===== src/rtl/frame_crc_packer.sv =====
// Frame builder for the whitening stage: start mark, preamble, payload, CRC-16/CCITT-FALSE, end mark.
// The FSM state names the kind of byte currently on dout; din_ready is the only unregistered output.
module frame_crc_packer #(
    parameter int unsigned  PAD_LEN  = 80,
    parameter logic [7:0]   PAD_BYTE = 8'hAA,
    parameter int unsigned  MAX_LEN  = 255,
    parameter logic [15:0]  CRC_INIT = 16'hFFFF
) (
    input  logic       clk,
    input  logic       reset,
    input  logic       start,
    input  logic [7:0] din,
    input  logic       din_valid,
    input  logic       din_last,
    output logic       din_ready,
    output logic [7:0] dout,
    output logic       next_indicator,
    output logic       busy,
    output logic       err
);

    typedef enum logic [2:0] {
        S_IDLE,
        S_MARK,
        S_PAD,
        S_PAYLOAD,
        S_CRC_HI,
        S_CRC_LO,
        S_END
    } state_t;

    localparam logic [15:0] PAD_LAST = 16'(PAD_LEN - 1);
    localparam logic [15:0] MAX_LAST = 16'(MAX_LEN - 1);

    state_t      state_q, state_d;
    logic [15:0] pad_cnt_q, pad_cnt_d;
    logic [15:0] byte_cnt_q, byte_cnt_d;
    logic [15:0] crc_q, crc_d;
    logic        last_q, last_d;
    logic        ovf_q, ovf_d;
    logic [7:0]  dout_q, dout_d;
    logic        ind_q, ind_d;
    logic        busy_q, busy_d;
    logic        err_q, err_d;
    logic        final_byte;

    function automatic logic [15:0] crc_byte(input logic [15:0] c, input logic [7:0] b);
        logic [15:0] r;
        r = c ^ {b, 8'h00};
        for (int i = 0; i < 8; i++) begin
            r = r[15] ? ((r << 1) ^ 16'h1021) : (r << 1);
        end
        return r;
    endfunction

    // Ready in the final preamble cycle so the first payload byte follows the preamble with no gap.
    assign din_ready = ((state_q == S_PAD) && (pad_cnt_q == PAD_LAST)) ||
                       ((state_q == S_PAYLOAD) && !last_q);

    assign final_byte = din_last || (byte_cnt_q == MAX_LAST);

    always_comb begin
        state_d    = state_q;
        pad_cnt_d  = pad_cnt_q;
        byte_cnt_d = byte_cnt_q;
        crc_d      = crc_q;
        last_d     = last_q;
        ovf_d      = ovf_q;
        dout_d     = 8'h00;
        ind_d      = 1'b0;
        err_d      = 1'b0;

        case (state_q)
            S_IDLE: begin
                if (start && !busy_q) begin
                    state_d    = S_MARK;
                    ind_d      = 1'b1;
                    pad_cnt_d  = 16'd0;
                    byte_cnt_d = 16'd0;
                    crc_d      = CRC_INIT;
                    last_d     = 1'b0;
                    ovf_d      = 1'b0;
                end
            end
            S_MARK: begin
                state_d = S_PAD;
                dout_d  = PAD_BYTE;
            end
            S_PAD, S_PAYLOAD: begin
                if ((state_q == S_PAD) && (pad_cnt_q != PAD_LAST)) begin
                    pad_cnt_d = pad_cnt_q + 16'd1;
                    dout_d    = PAD_BYTE;
                end else if ((state_q == S_PAYLOAD) && last_q) begin
                    state_d = S_CRC_HI;
                    dout_d  = crc_q[15:8];
                end else if (din_valid) begin
                    state_d    = S_PAYLOAD;
                    dout_d     = din;
                    crc_d      = crc_byte(crc_q, din);
                    byte_cnt_d = byte_cnt_q + 16'd1;
                    last_d     = final_byte;
                    ovf_d      = !din_last && (byte_cnt_q == MAX_LAST);
                end else begin
                    // Underrun: close the frame immediately without CRC bytes.
                    state_d = S_END;
                    ind_d   = 1'b1;
                    err_d   = 1'b1;
                end
            end
            S_CRC_HI: begin
                state_d = S_CRC_LO;
                dout_d  = crc_q[7:0];
            end
            S_CRC_LO: begin
                state_d = S_END;
                ind_d   = 1'b1;
                err_d   = ovf_q;
            end
            S_END: begin
                state_d = S_IDLE;
            end
            default: begin
                state_d = S_IDLE;
            end
        endcase

        busy_d = (state_d != S_IDLE);
    end

    always_ff @(posedge clk or posedge reset) begin
        if (reset) begin
            state_q    <= S_IDLE;
            pad_cnt_q  <= 16'd0;
            byte_cnt_q <= 16'd0;
            crc_q      <= CRC_INIT;
            last_q     <= 1'b0;
            ovf_q      <= 1'b0;
            dout_q     <= 8'h00;
            ind_q      <= 1'b0;
            busy_q     <= 1'b0;
            err_q      <= 1'b0;
        end else begin
            state_q    <= state_d;
            pad_cnt_q  <= pad_cnt_d;
            byte_cnt_q <= byte_cnt_d;
            crc_q      <= crc_d;
            last_q     <= last_d;
            ovf_q      <= ovf_d;
            dout_q     <= dout_d;
            ind_q      <= ind_d;
            busy_q     <= busy_d;
            err_q      <= err_d;
        end
    end

    assign dout           = dout_q;
    assign next_indicator = ind_q;
    assign busy           = busy_q;
    assign err            = err_q;

endmodule

===== config.mk =====
export PLATFORM = sky130hd
export DESIGN_NAME = frame_crc_packer
export DESIGN_NICKNAME = d
export VERILOG_FILES = /design/src/rtl/frame_crc_packer.sv
export SDC_FILE = /design/constraint.sdc
export NUM_CORES = 1
export LEC_CHECK = 0
export CAP_MARGIN = 20
export CORE_MARGIN = 4
export CORE_UTILIZATION = 58
export DETAILED_ROUTE_END_ITERATION = 10
export GPL_TIMING_DRIVEN = 0
export PLACE_DENSITY = 0.88
export SLEW_MARGIN = 20
export SYNTH_ARGS = -nofsm -noshare
export SYNTH_HDL_FRONTEND = slang
export SYNTH_SLANG_ARGS = --single-unit

===== constraint.sdc =====
create_clock -name clk -period 2.8 [get_ports clk]
set_input_delay 0.84 -clock clk [delete_from_list [all_inputs] [get_ports clk]]
set_output_delay 0.84 -clock clk [all_outputs]
set_load 0.01 [all_outputs]

==> report_table.html, run 1 <==
<table>
<tr><th>Metric</th><th>Value</th></tr>
<tr><th colspan="2">Setup path</th></tr>
<tr><td>Class of the most critical setup path</td><td>reg2out</td></tr>
<tr><td>Data arrival time at the worst-slack endpoint</td><td>2060 ps</td></tr>
<tr><td>Worst setup path start</td><td>pad_cnt_q[7]</td></tr>
<tr><td>Worst reg2reg path startpoint</td><td>pad_cnt_q[7]</td></tr>
<tr><td>Required time of the critical path</td><td>1960 ps</td></tr>
<tr><td>Setup crit end kind</td><td>primary output</td></tr>
<tr><td>Element type at the critical path start</td><td>flip-flop</td></tr>
<tr><td>Crit path max fanout</td><td>3</td></tr>
<tr><th colspan="2">Clock tree</th></tr>
<tr><td>Clock-pin slew reported for the worst setup and hold paths after clock tree synthesis</td><td>70 ps</td></tr>
<tr><td>Root Buffer Master</td><td>clkbuf_8</td></tr>
<tr><td>Clock net sink count</td><td>64</td></tr>
<tr><td>Maximum level of the CTS H-tree</td><td>3</td></tr>
<tr><td>Clock tree from TritonCTS</td><td>done</td></tr>
<tr><td>Clock Tree Buf Depth</td><td>2</td></tr>
<tr><td>Clock latency at the later pin of the worst-skew pair</td><td>340 ps</td></tr>
<tr><td>Total CTS buffers</td><td>9</td></tr>
<tr><td>Total of hold buffers inserted after clock tree synthesis</td><td>0</td></tr>
<tr><th colspan="2">Cells and area</th></tr>
<tr><td>Antenna cells</td><td>0</td></tr>
<tr><td>Final net count</td><td>418</td></tr>
<tr><td>Finished Cell Area</td><td>0.00401 mm^2</td></tr>
<tr><td>Layout cells sized above 1</td><td>16.2%</td></tr>
<tr><td>Area overhead of the layout relative to synthesis</td><td>19.4%</td></tr>
<tr><td>Leading cell type in the layout, fill and taps excluded</td><td>dfrtp_1</td></tr>
<tr><td>Post-Layout Cell Count</td><td>479</td></tr>
<tr><td>Highest-count cells in the layout ignoring fill and taps</td><td>dfrtp_1 (46), nor2_1 (37), nand2_1 (34)</td></tr>
<tr><th colspan="2">GRT</th></tr>
<tr><td>Total global-route track usage</td><td>24.1%</td></tr>
<tr><td>Number of global-route vias before repair</td><td>2,919</td></tr>
<tr><td>Antenna violations before repair</td><td>0</td></tr>
<tr><td>Total global routing overflow</td><td>0</td></tr>
<tr><td>Largest net degree at the start of global routing</td><td>34</td></tr>
<tr><td>Wire length of the first global-routing pass</td><td>13,700 um</td></tr>
<tr><th colspan="2">Timing</th></tr>
<tr><td>Tightest Pin Transition</td><td>708 ps</td></tr>
<tr><td>Setup repair after global routing missed its margin</td><td>true</td></tr>
<tr><td>Final hold vios</td><td>0</td></tr>
<tr><td>Post-layout worst setup margin</td><td>-98.2 ps</td></tr>
<tr><td>Final critical path time including I/O delays and setup</td><td>2900 ps</td></tr>
<tr><td>Max Freq</td><td>345 MHz</td></tr>
<tr><td>Relative slew slack</td><td>52.7%</td></tr>
<tr><td>Number of slew-limit violations in the final report</td><td>0</td></tr>
<tr><td>Share of the clock period used by the worst path after layout</td><td>104%</td></tr>
<tr><td>Number of setup violations in the final report</td><td>4</td></tr>
<tr><td>Final total negative setup slack</td><td>-189 ps</td></tr>
<tr><td>Skew final</td><td>15.5 ps</td></tr>
<tr><td>Post-Route Hold Slack</td><td>525 ps</td></tr>
<tr><th colspan="2">Floorplanning</th></tr>
<tr><td>Number of placement rows</td><td>27</td></tr>
<tr><td>Vert. Die Dim</td><td>84.1 um</td></tr>
<tr><td>Total Die Area</td><td>0.00707 mm^2</td></tr>
<tr><td>Placeable core region</td><td>0.00557 mm^2</td></tr>
<tr><td>I/O Pins</td><td>25</td></tr>
<tr><td>Effective utilization at floorplan</td><td>60.2%</td></tr>
<tr><td>X dimension of the die</td><td>84.1 um</td></tr>
<tr><th colspan="2">Pwr</th></tr>
<tr><td>Reg power frac</td><td>38.1%</td></tr>
<tr><td>Post-layout total power</td><td>4.09 mW</td></tr>
<tr><td>Gate power share</td><td>45.3%</td></tr>
<tr><td>Switching power share of the total</td><td>39.8%</td></tr>
<tr><td>Share of total power in the clock network</td><td>16.6%</td></tr>
<tr><td>NetSw</td><td>1.63 mW</td></tr>
<tr><td>Internal Power</td><td>2.46 mW</td></tr>
<tr><td>Leak pwr</td><td>1.65 nW</td></tr>
<tr><td>Largest vdd supply drop</td><td>0.568 mV</td></tr>
<tr><td>Cell area power density</td><td>1020 mW/mm^2</td></tr>
<tr><th colspan="2">Logic synthesis</th></tr>
<tr><td>Number of library cell types mapped by synthesis</td><td>44</td></tr>
<tr><td>Yosys synthesis warning count</td><td>0</td></tr>
<tr><td>Synthesized area divided by synthesized cell count</td><td>9.46 um^2</td></tr>
<tr><td>Net count after synthesis</td><td>371</td></tr>
<tr><td>Netlist area before placement</td><td>0.00336 mm^2</td></tr>
<tr><td>Register area share after synthesis</td><td>48.3%</td></tr>
<tr><td>Flops &amp; latches, synth</td><td>64</td></tr>
<tr><td>Synth Flop Type</td><td>dfrtp_1</td></tr>
<tr><td>Post-Syn Instances</td><td>355</td></tr>
<tr><td>Count of flip-flops with a built-in enable after synthesis</td><td>0</td></tr>
<tr><td>Proportion of synthesized flip-flops having asynchronous set or reset</td><td>100%</td></tr>
<tr><th colspan="2">Min path</th></tr>
<tr><td>Hold Crit Class</td><td>reg2reg</td></tr>
<tr><td>HP Start</td><td>crc_q[12]</td></tr>
<tr><th colspan="2">Drt</th></tr>
<tr><td>Wire length per cell</td><td>16.7 um</td></tr>
<tr><td>Iteration count of the initial detailed-routing pass</td><td>5</td></tr>
<tr><td>Post-route ant nets</td><td>0</td></tr>
<tr><td>Routed vias</td><td>2,904</td></tr>
<tr><td>Iteration-0 DRC Markers</td><td>301</td></tr>
<tr><td>Number of design rule violations left after detail routing</td><td>0</td></tr>
<tr><td>Final WL</td><td>7990 um</td></tr>
<tr><td>DR vias/cell</td><td>6.06</td></tr>
<tr><th colspan="2">Placement</th></tr>
<tr><td>Weighted congestion at the end of routability-driven global placement</td><td>0.945</td></tr>
<tr><td>Placed instance count</td><td>452</td></tr>
<tr><td>Port-buffer cells</td><td>24</td></tr>
<tr><td>Placed Area</td><td>0.00371 mm^2</td></tr>
<tr><td>Post-detailed-placement half-perimeter wirelength</td><td>5370 um</td></tr>
<tr><th colspan="2">Outcome</th></tr>
<tr><td>Failing checks</td><td>setup timing</td></tr>
<tr><td>Run status</td><td>finished with violations</td></tr>
<tr><th colspan="2">Run</th></tr>
<tr><td># Max-Cap Violations</td><td>0</td></tr>
</table>
## state kept, by name, summed over array words and instances (netlist names)
name and cells:
busy 1, last_q 1, pad_cnt_q 16, dout 8, byte_cnt_q 16, err 1
state_q 3, ovf_q 1, next_indicator 1, crc_q 16
## timing repair
item	4_1_cts	5_1_grt
buffers inserted	9	3
pin swaps	4	4
setup endpoints to repair	23	27
resized for setup	12	14
hold endpoints to repair	0	0
## metrics by stage
stage	util, %	setup slack [ps]
2_1_floorplan	-	117
3_3_place_gp	66.2	-676
3_5_place_dp	66.6	-709
4_1_cts	71.0	-116
5_1_grt	71.9	-163
6_report	71.9	-98.2
## cell usage after synthesis (all sizes together) (2+ instances only)
master / count / share of area, %
and4: 3 / 0.78
nor3: 7 / 1.0
o21ai: 17 / 2.6
dfstp: 16 / 13
nand3: 16 / 2.4
o211ai: 3 / 0.67
ha: 3 / 1.1
xor2: 17 / 4.4
or3: 7 / 1.3
nand3b: 2 / 0.45
a31oi: 2 / 0.56
inv: 2 / 0.22
clkbuf: 11 / 1.2
and2: 4 / 0.75
nand4: 8 / 1.5
o22a: 2 / 0.52
and3: 13 / 2.4
a21o: 2 / 0.45
nor2b: 4 / 0.75
nor2: 37 / 4.1
nor4: 2 / 0.82
xnor2: 22 / 5.7
buf: 3 / 0.63
nand2: 34 / 3.8
nand2b: 4 / 0.75
a21oi: 35 / 5.2
or4b: 3 / 0.89
dfrtp: 48 / 36
mux2i: 2 / 0.60
o31ai: 4 / 0.89
or4: 9 / 2.2
o22ai: 4 / 0.75
or2: 4 / 0.75
## path summary, 6_finish.rpt
check,end,slack [ps],cells after the start
worst max-delay path,din_ready,-100,5
worst max register to register,byte_cnt_q[5],260,7
min in group asynchronous,pad_cnt_q[9],850,2
max in group asynchronous,crc_q[1],1370,3
worst min-delay path,crc_q[12],520,2
worst min register to register,crc_q[12],520,2
## logic make-up (layout without fill, tap and decap cells)
family                   count (synthesis)  in the layout  synth area share (%)
adder cells (fa/ha/maj)                  3              3                  1.12
AND/OR/NAND/NOR                        159            159                  25.2
AO/OA/AOI/OAI                           72             72                  12.5
flip-flops                              64             64                  48.3
XOR/XNOR                                39             39                  10.2
buffers and inverters                   16             68                  2.09
multiplexers                             2              2                 0.596
## critical path: stages, from the launching register on
cell and delay [ps]:
dfrtp_2 420, or4b_4 560, nor4_4 350, o21ai_2 110
a21oi_2 140, buf_2 140
## cell type report
type                            instances  area [um^2]
Timing Repair Buffer                   37          349
Sequential cell                        64         1620
Tap cell                               72         90.1
Fill cell                             400         1560
Multi-Input combinational cell        275         1710
Buffer                                 13         68.8
Clock inverter                          1         5.00
Clock buffer                           15          156
Inverter                                2         10.0
## power groups by stage
| stage | logic (mW) | registers, mW | clock network (mW) |
|---|---|---|---|
| 2_1_floorplan | 1.18 | 1.51 | 0 |
| 3_3_place_gp | 1.57 | 1.54 | 0 |
| 3_5_place_dp | 1.62 | 1.56 | 0 |
| 4_1_cts | 1.74 | 1.55 | 0.688 |
| 5_1_grt | 2.01 | 1.59 | 0.735 |
| 6_report | 1.85 | 1.56 | 0.678 |
## metal layers
metal | vias up | track usage, % | wire (um)
met2 | 112 | 36.7 | 3800
li1 | 1360 | - | -
met4 | 0 | 9.36 | 172
met5 | - | 0 | 0
met3 | 18 | 7.31 | 576
met1 | 1414 | 32.2 | 3450
(Power assumes the default switching activity.)
==> run 2: changes to the inputs <==
CORE_ASPECT_RATIO = 0.6   (was default)
==> run 2 against run 1 <==
  * The flow still finishes with violations (setup timing)
  * Die area increased by 0.57%
  * Cell count up 1.7%
  * Worst hold slack improved by 1.4 ps
  * Setup slack got worse by 61 ps
  * Utilization grew 1.1 points
  * Cell area increased by 1.9%
  * Critical path type unchanged
  * Largest power group unchanged
==> report_table.html, run 2 (synthesis gave the netlist of run 1 again) <==
<table>
<tr><th>Metric</th><th>Value</th></tr>
<tr><th colspan="2">Outcome</th></tr>
<tr><td>Run status</td><td>finished with violations (unchanged)</td></tr>
<tr><td>Failing checks</td><td>setup timing (unchanged)</td></tr>
<tr><th colspan="2">Floorplanning</th></tr>
<tr><td>X dimension of the die</td><td>106 um (was 84.1 um)</td></tr>
<tr><td>Number of placement rows</td><td>21 (was 27)</td></tr>
<tr><td>Total Die Area</td><td>0.00711 mm^2 (was 0.00707 mm^2)</td></tr>
<tr><td>Effective utilization at floorplan</td><td>60.0% (was 60.2%)</td></tr>
<tr><td>Placeable core region</td><td>0.00560 mm^2 (was 0.00557 mm^2)</td></tr>
<tr><td>Vert. Die Dim</td><td>66.9 um (was 84.1 um)</td></tr>
<tr><td>I/O Pins</td><td>25 (unchanged)</td></tr>
<tr><th colspan="2">Timing</th></tr>
<tr><td>Number of setup violations in the final report</td><td>1 (was 4)</td></tr>
<tr><td>Setup repair after global routing missed its margin</td><td>true (unchanged)</td></tr>
<tr><td>Share of the clock period used by the worst path after layout</td><td>106% (was 104%)</td></tr>
<tr><td>Relative slew slack</td><td>49.9% (was 52.7%)</td></tr>
<tr><td>Number of slew-limit violations in the final report</td><td>0 (unchanged)</td></tr>
<tr><td>Post-Route Hold Slack</td><td>526 ps (was 525 ps)</td></tr>
<tr><td>Tightest Pin Transition</td><td>749 ps (was 708 ps)</td></tr>
<tr><td>Skew final</td><td>6.56 ps (was 15.5 ps)</td></tr>
<tr><td>Final critical path time including I/O delays and setup</td><td>2960 ps (was 2900 ps)</td></tr>
<tr><td>Final hold vios</td><td>0 (unchanged)</td></tr>
<tr><td>Post-layout worst setup margin</td><td>-159 ps (was -98.2 ps)</td></tr>
<tr><td>Max Freq</td><td>338 MHz (was 345 MHz)</td></tr>
<tr><th colspan="2">Pwr</th></tr>
<tr><td>Cell area power density</td><td>1060 mW/mm^2 (was 1020 mW/mm^2)</td></tr>
<tr><td>Gate power share</td><td>45.0% (was 45.3%)</td></tr>
<tr><td>Leak pwr</td><td>1.69 nW (was 1.65 nW)</td></tr>
<tr><td>Post-layout total power</td><td>4.32 mW (was 4.09 mW)</td></tr>
<tr><td>NetSw</td><td>1.78 mW (was 1.63 mW)</td></tr>
<tr><td>Reg power frac</td><td>36.6% (was 38.1%)</td></tr>
<tr><td>Largest vdd supply drop</td><td>0.622 mV (was 0.568 mV)</td></tr>
<tr><td>Switching power share of the total</td><td>41.1% (was 39.8%)</td></tr>
<tr><td>Share of total power in the clock network</td><td>18.4% (was 16.6%)</td></tr>
<tr><td>Internal Power</td><td>2.55 mW (was 2.46 mW)</td></tr>
<tr><th colspan="2">Setup path</th></tr>
<tr><td>Class of the most critical setup path</td><td>reg2out (unchanged)</td></tr>
<tr><td>Crit path max fanout</td><td>2 (was 3)</td></tr>
<tr><td>Element type at the critical path start</td><td>flip-flop (unchanged)</td></tr>
<tr><td>Required time of the critical path</td><td>1960 ps (about the same)</td></tr>
<tr><td>Setup crit end kind</td><td>primary output (unchanged)</td></tr>
<tr><td>Data arrival time at the worst-slack endpoint</td><td>2120 ps (was 2060 ps)</td></tr>
<tr><th colspan="2">Cells and area</th></tr>
<tr><td>Highest-count cells in the layout ignoring fill and taps</td><td>dfrtp_1 (48), nor2_1 (37), nand2_1 (34) (was dfrtp_1 (46), nor2_1 (37), nand2_1 (34))</td></tr>
<tr><td>Final net count</td><td>418 (unchanged)</td></tr>
<tr><td>Area overhead of the layout relative to synthesis</td><td>21.6% (was 19.4%)</td></tr>
<tr><td>Post-Layout Cell Count</td><td>487 (was 479)</td></tr>
<tr><td>Layout cells sized above 1</td><td>16.5% (was 16.2%)</td></tr>
<tr><td>Leading cell type in the layout, fill and taps excluded</td><td>dfrtp_1 (unchanged)</td></tr>
<tr><td>Antenna cells</td><td>0 (unchanged)</td></tr>
<tr><td>Top Registers</td><td>byte_cnt_q: 16 flops, crc_q: 16 flops, pad_cnt_q: 16 flops (unchanged)</td></tr>
<tr><th colspan="2">Clock tree</th></tr>
<tr><td>Clock-pin slew reported for the worst setup and hold paths after clock tree synthesis</td><td>70 ps (about the same)</td></tr>
<tr><td>Clock net sink count</td><td>64 (unchanged)</td></tr>
<tr><td>Clock Tree Buf Depth</td><td>2 (unchanged)</td></tr>
<tr><td>Root Buffer Master</td><td>clkbuf_8 (unchanged)</td></tr>
<tr><td>Total CTS buffers</td><td>9 (unchanged)</td></tr>
<tr><td>Clock tree from TritonCTS</td><td>done (unchanged)</td></tr>
<tr><td>Maximum level of the CTS H-tree</td><td>3 (unchanged)</td></tr>
<tr><td>Clock latency at the later pin of the worst-skew pair</td><td>350 ps (was 340 ps)</td></tr>
<tr><td>Total of hold buffers inserted after clock tree synthesis</td><td>0 (unchanged)</td></tr>
<tr><th colspan="2">GRT</th></tr>
<tr><td>Total global routing overflow</td><td>0 (unchanged)</td></tr>
<tr><td>Largest net degree at the start of global routing</td><td>57 (was 34)</td></tr>
<tr><td>Number of global-route vias before repair</td><td>2,806 (was 2,919)</td></tr>
<tr><td>Total global-route track usage</td><td>26.8% (was 24.1%)</td></tr>
<tr><td>Wire length of the first global-routing pass</td><td>14,300 um (was 13,700 um)</td></tr>
<tr><td>Antenna violations before repair</td><td>0 (unchanged)</td></tr>
<tr><th colspan="2">Placement</th></tr>
<tr><td>Placed instance count</td><td>460 (was 452)</td></tr>
<tr><td>Post-detailed-placement half-perimeter wirelength</td><td>5920 um (was 5370 um)</td></tr>
<tr><td>Weighted congestion at the end of routability-driven global placement</td><td>0.945 (about the same)</td></tr>
<tr><td>Port-buffer cells</td><td>24 (unchanged)</td></tr>
<tr><th colspan="2">Drt</th></tr>
<tr><td>Final WL</td><td>8980 um (was 7990 um)</td></tr>
<tr><td>Iteration count of the initial detailed-routing pass</td><td>5 (unchanged)</td></tr>
<tr><td>Wire length per cell</td><td>18.4 um (was 16.7 um)</td></tr>
<tr><td>Iteration-0 DRC Markers</td><td>258 (was 301)</td></tr>
<tr><td>Number of design rule violations left after detail routing</td><td>0 (unchanged)</td></tr>
<tr><td>DR vias/cell</td><td>6.21 (was 6.06)</td></tr>
<tr><td>Post-route ant nets</td><td>0 (unchanged)</td></tr>
<tr><td>Routed vias</td><td>3,024 (was 2,904)</td></tr>
<tr><th colspan="2">Min path</th></tr>
<tr><td>Hold Crit Class</td><td>reg2reg (unchanged)</td></tr>
<tr><th colspan="2">Run</th></tr>
<tr><td># Max-Cap Violations</td><td>0 (unchanged)</td></tr>
</table>
[run 2: cell types whose count changed in the layout (fill, tap and decap cells not counted), moves of 2 or more]
cell / before / now
o21ai_1: 2 / 0
clkbuf_1: 14 / 10
dfrtp_2: 2 / 0
dfrtp_1: 46 / 48
o21ai_4: 0 / 2
o21ai_2: 3 / 0
o21ai_0: 12 / 15
[run 2: worst max-delay path: stages, from the launching register on]
cell	delay, ps
dfrtp_1	400
or4_4	570
nor4_4	400
o21ai_4	110
a21oi_2	140
buf_2	150
[run 2: power groups by stage]
| stage | Clock [mW] | Combinational, mW | Sequential [mW] |
|---|---|---|---|
| 2_1_floorplan | 0 | 1.18 | 1.51 |
| 3_3_place_gp | 0 | 1.60 | 1.55 |
| 3_5_place_dp | 0 | 1.66 | 1.57 |
| 4_1_cts | 0.806 | 1.82 | 1.56 |
| 5_1_grt | 0.847 | 2.07 | 1.61 |
| 6_report | 0.796 | 1.95 | 1.58 |
[run 2: final timing paths]
path,slack [ps],start,to,cells past startpoint
worst max-delay path,-160,pad_cnt_q[8],din_ready,5
worst min-delay path,530,crc_q[11],crc_q[11],2
worst max register to register,90,pad_cnt_q[8],crc_q[6],7
worst min register to register,530,crc_q[11],crc_q[11],2
max in group asynchronous,1510,reset,crc_q[4],3
min in group asynchronous,730,reset,pad_cnt_q[4],2
[run 2: per-layer routing]
layer  track usage, %  wire [um]  vias to the layer above
met5                0          0                        -
met4             7.27        163                        0
met3             10.5       1080                       17
met2             36.5       3770                      186
met1             39.0       3970                     1467
li1                 -          -                     1354
[run 2: final cells by class]
type	count	area, um^2
clock inverters	5	56.3
fillers	403	1510
repair buffers	37	359
multi-input cells	275	1730
inverters	2	10.0
well taps	80	100
plain buffers	13	62.6
clock buffers	11	141
flip-flops and latches	64	1620
[run 2: repair_timing]
| action | 4_1_cts | 5_1_grt |
|---|---|---|
| setup endpoints to repair | 25 | 27 |
| gates resized for setup | 11 | 12 |
| setup buffers | 11 | 1 |
| pin swaps | 4 | 3 |
[run 2: through the flow]
step / setup TNS (ps) / util, % / area (um^2) / setup WS (ps)
detailed placement: -15620 / 66.6 / 3730 / -736
global route: -232 / 73.0 / 4090 / -232
finish: -159 / 73.0 / 4090 / -159
global placement: -47000 / 66.1 / 3700 / -733
CTS: -247 / 72.1 / 4040 / -139
floorplan: 0 / - / 3360 / 117
==> run 3: changes to the inputs <==
CAP_MARGIN = default   (was 20)
CORE_UTILIZATION = 60   (was 58)
DONT_BUFFER_PORTS = 1   (was default)
PLACE_DENSITY = 0.85   (was 0.88)
==> run 3 against run 2 <==
  * The run still ends with setup timing left
  * Sequential share of layout area is 3.6 points higher
  * Count of clock-buffer cells in the layout is 1 higher
  * Global-route usage hardly changed
  * Critical path depth is 1 lower
  * Clock skew is 13 ps higher
  * Clock power is 2% lower
==> report_table.html, run 3 (synthesis gave the netlist of run 1 again) <==
<table>
<tr><th>Metric</th><th>Value</th></tr>
<tr><th colspan="2">Drt</th></tr>
<tr><td>Number of design rule violations left after detail routing</td><td>0 (unchanged)</td></tr>
<tr><td>Iteration-0 DRC Markers</td><td>255 (was 258)</td></tr>
<tr><td>Iteration count of the initial detailed-routing pass</td><td>6 (was 5)</td></tr>
<tr><td>Routed vias</td><td>2,897 (was 3,024)</td></tr>
<tr><td>Final WL</td><td>8790 um (was 8980 um)</td></tr>
<tr><td>DR vias/cell</td><td>6.50 (was 6.21)</td></tr>
<tr><td>Wire length per cell</td><td>19.7 um (was 18.4 um)</td></tr>
<tr><td>Post-route ant nets</td><td>0 (unchanged)</td></tr>
<tr><th colspan="2">GRT</th></tr>
<tr><td>Total global routing overflow</td><td>0 (unchanged)</td></tr>
<tr><td>Global routing met3 resource utilization</td><td>10.3% (was 10.5%)</td></tr>
<tr><td>Met2 Track Usage GR</td><td>38.4% (was 36.5%)</td></tr>
<tr><td>GRT busiest layer</td><td>met2 (was met1)</td></tr>
<tr><td>Total global-route track usage</td><td>26.8% (about the same)</td></tr>
<tr><td>Largest net degree at the start of global routing</td><td>35 (was 57)</td></tr>
<tr><td>Antenna violations before repair</td><td>0 (unchanged)</td></tr>
<tr><td>Global routing usage on met1</td><td>38.1% (was 39.0%)</td></tr>
<tr><td>Number of global-route vias before repair</td><td>2,755 (was 2,806)</td></tr>
<tr><td>Wire length of the first global-routing pass</td><td>14,200 um (was 14,300 um)</td></tr>
<tr><th colspan="2">Setup path</th></tr>
<tr><td>Library cell contributing the largest single delay on the critical path</td><td>or4b_4 (was or4_4)</td></tr>
<tr><td>Required time of the critical path</td><td>1960 ps (about the same)</td></tr>
<tr><td>Worst reg2reg setup slack</td><td>130 ps (was 90 ps)</td></tr>
<tr><td>Element type at the critical path start</td><td>flip-flop (unchanged)</td></tr>
<tr><td>Crit path max fanout</td><td>5 (was 2)</td></tr>
<tr><td>Slowest stage delay, CP</td><td>560 ps (was 570 ps)</td></tr>
<tr><td>Class of the most critical setup path</td><td>reg2out (unchanged)</td></tr>
<tr><td>Data arrival time at the worst-slack endpoint</td><td>2030 ps (was 2120 ps)</td></tr>
<tr><td>Worst reg2reg path startpoint</td><td>pad_cnt_q[7] (was pad_cnt_q[8])</td></tr>
<tr><td>Setup crit end kind</td><td>primary output (unchanged)</td></tr>
<tr><td>Crit-path cells</td><td>or4b_4 &gt; nor4_4 &gt; o21ai_4 &gt; a21oi_4 (was or4_4 &gt; nor4_4 &gt; o21ai_4 &gt; a21oi_2 &gt; buf_2)</td></tr>
<tr><td>Depth of the worst register-to-register path</td><td>8 (was 7)</td></tr>
<tr><td>Endpoint of the most critical register-to-register path</td><td>byte_cnt_q[5] (was crc_q[6])</td></tr>
<tr><th colspan="2">Timing</th></tr>
<tr><td>Number of setup violations in the final report</td><td>1 (unchanged)</td></tr>
<tr><td>Post-layout worst setup margin</td><td>-73.7 ps (was -159 ps)</td></tr>
<tr><td>Tightest Pin Transition</td><td>683 ps (was 749 ps)</td></tr>
<tr><td>Share of the clock period used by the worst path after layout</td><td>103% (was 106%)</td></tr>
<tr><td>Post-Route Hold Slack</td><td>340 ps (was 526 ps)</td></tr>
<tr><td>Max Freq</td><td>348 MHz (was 338 MHz)</td></tr>
<tr><td>Relative slew slack</td><td>54.4% (was 49.9%)</td></tr>
<tr><td>Final total negative setup slack</td><td>-73.7 ps (was -159 ps)</td></tr>
<tr><td>Skew final</td><td>19.2 ps (was 6.56 ps)</td></tr>
<tr><td>Final critical path time including I/O delays and setup</td><td>2870 ps (was 2960 ps)</td></tr>
<tr><td>Number of slew-limit violations in the final report</td><td>0 (unchanged)</td></tr>
<tr><td>Final hold vios</td><td>0 (unchanged)</td></tr>
<tr><td>Setup repair after global routing missed its margin</td><td>true (unchanged)</td></tr>
<tr><th colspan="2">Min path</th></tr>
<tr><td>Hold Crit Class</td><td>in2async (was reg2reg)</td></tr>
<tr><th colspan="2">Cells and area</th></tr>
<tr><td>Highest-count cells in the layout ignoring fill and taps</td><td>dfrtp_1 (47), nor2_1 (37), nand2_1 (34), a21oi_1 (34), xnor2_1 (22) (was dfrtp_1 (48), nor2_1 (37), nand2_1 (34))</td></tr>
<tr><td>Final net count</td><td>391 (was 418)</td></tr>
<tr><td>Top Registers</td><td>byte_cnt_q: 16 flops, crc_q: 16 flops, pad_cnt_q: 16 flops (unchanged)</td></tr>
<tr><td>Area overhead of the layout relative to synthesis</td><td>11.7% (was 21.6%)</td></tr>
<tr><td>Leading cell type in the layout, fill and taps excluded</td><td>dfrtp_1 (unchanged)</td></tr>
<tr><td>Antenna cells</td><td>0 (unchanged)</td></tr>
<tr><td>Layout cells sized above 1</td><td>15.5% (was 16.5%)</td></tr>
<tr><th colspan="2">Run</th></tr>
<tr><td># Max-Cap Violations</td><td>0 (unchanged)</td></tr>
<tr><th colspan="2">Pwr</th></tr>
<tr><td>Post-layout total power</td><td>4.06 mW (was 4.32 mW)</td></tr>
<tr><td>Cell area power density</td><td>1080 mW/mm^2 (was 1060 mW/mm^2)</td></tr>
<tr><td>Leak pwr</td><td>1.56 nW (was 1.69 nW)</td></tr>
<tr><td>Largest vdd supply drop</td><td>0.440 mV (was 0.622 mV)</td></tr>
<tr><th colspan="2">Floorplanning</th></tr>
<tr><td>Effective utilization at floorplan</td><td>64.2% (was 60.0%)</td></tr>
<tr><td>Placeable core region</td><td>0.00523 mm^2 (was 0.00560 mm^2)</td></tr>
<tr><td>X dimension of the die</td><td>105 um (was 106 um)</td></tr>
<tr><td>Vert. Die Dim</td><td>66.0 um (was 66.9 um)</td></tr>
<tr><td>Number of placement rows</td><td>20 (was 21)</td></tr>
<tr><td>I/O Pins</td><td>25 (unchanged)</td></tr>
<tr><td>Total Die Area</td><td>0.00690 mm^2 (was 0.00711 mm^2)</td></tr>
<tr><th colspan="2">Clock tree</th></tr>
<tr><td>Maximum level of the CTS H-tree</td><td>3 (unchanged)</td></tr>
<tr><td>Clock net sink count</td><td>64 (unchanged)</td></tr>
<tr><td>Total CTS buffers</td><td>9 (unchanged)</td></tr>
<tr><td>Clock latency at the later pin of the worst-skew pair</td><td>360 ps (was 350 ps)</td></tr>
<tr><td>Root Buffer Master</td><td>clkbuf_8 (unchanged)</td></tr>
<tr><td>Clock tree from TritonCTS</td><td>done (unchanged)</td></tr>
<tr><td>Clock-pin slew reported for the worst setup and hold paths after clock tree synthesis</td><td>80 ps (was 70 ps)</td></tr>
<tr><td>Total of hold buffers inserted after clock tree synthesis</td><td>0 (unchanged)</td></tr>
<tr><td>Clock Tree Buf Depth</td><td>2 (unchanged)</td></tr>
<tr><th colspan="2">Placement</th></tr>
<tr><td>Post-detailed-placement half-perimeter wirelength</td><td>6130 um (was 5920 um)</td></tr>
<tr><td>Port-buffer cells</td><td>0 (was 24)</td></tr>
<tr><td>Weighted congestion at the end of routability-driven global placement</td><td>0.959 (was 0.945)</td></tr>
<tr><th colspan="2">Outcome</th></tr>
<tr><td>Failing checks</td><td>setup timing (unchanged)</td></tr>
<tr><td>Run status</td><td>finished with violations (unchanged)</td></tr>
</table>
[run 3: what timing repair did]
item                       in CTS  in global routing
setup buffers                   5                  4
hold endpoints to repair        0                  0
pin swaps                       4                  2
resized for setup               6                  2
setup endpoints to repair       1                  5
[run 3: worst max-delay path, delay by kind of cell, from the launching register on]
family           cells  cell delay (ps)
AO/OA/AOI/OAI        2              280
AND/OR/NAND/NOR      2              970
flip-flops           1              430
[run 3: layout make-up]
| type | instances | area (um^2) |
|---|---|---|
| repair buffers | 10 | 87.6 |
| flip-flops and latches | 64 | 1620 |
| well taps | 66 | 82.6 |
| inverters | 2 | 10.0 |
| clock buffers | 12 | 145 |
| multi-input cells | 275 | 1700 |
| plain buffers | 13 | 58.8 |
| clock inverters | 4 | 45.0 |
| fillers | 364 | 1480 |
[run 3: how the worst max path moves through the flow]
stage	slack (ps)	from	cells after the start	end
3_3_place_gp	-290	pad_cnt_q[13]	4	din_ready
3_5_place_dp	-320	pad_cnt_q[13]	4	din_ready
6_report	-70	pad_cnt_q[7]	4	din_ready
4_1_cts	-30	pad_cnt_q[8]	4	din_ready
2_1_floorplan	120	pad_cnt_q[13]	4	din_ready
5_1_grt	-100	pad_cnt_q[7]	4	din_ready
[run 3: where the power goes]
group	internal (mW)	switching, mW	total [mW]
Combinational	0.674	0.996	1.67
Sequential	1.28	0.324	1.61
Clock	0.431	0.346	0.778
[run 3: routing by layer]
metal	share of wire [%]	wire, um	up-vias
met5	0	0	-
met4	1.2	105	0
met3	12	1070	16
met2	42	3670	196
met1	45	3940	1391
li1	-	-	1294
[run 3: per-stage QoR]
step	worst slack, ps	cell area (um^2)	std cells	utilization (%)
2_1_floorplan	117	3360	355	-
6_report	-73.7	3750	446	71.7
4_1_cts	-29.8	3720	443	71.1
5_1_grt	-97.3	3750	446	71.7
3_3_place_gp	-291	3440	421	65.8
3_5_place_dp	-322	3460	422	66.2
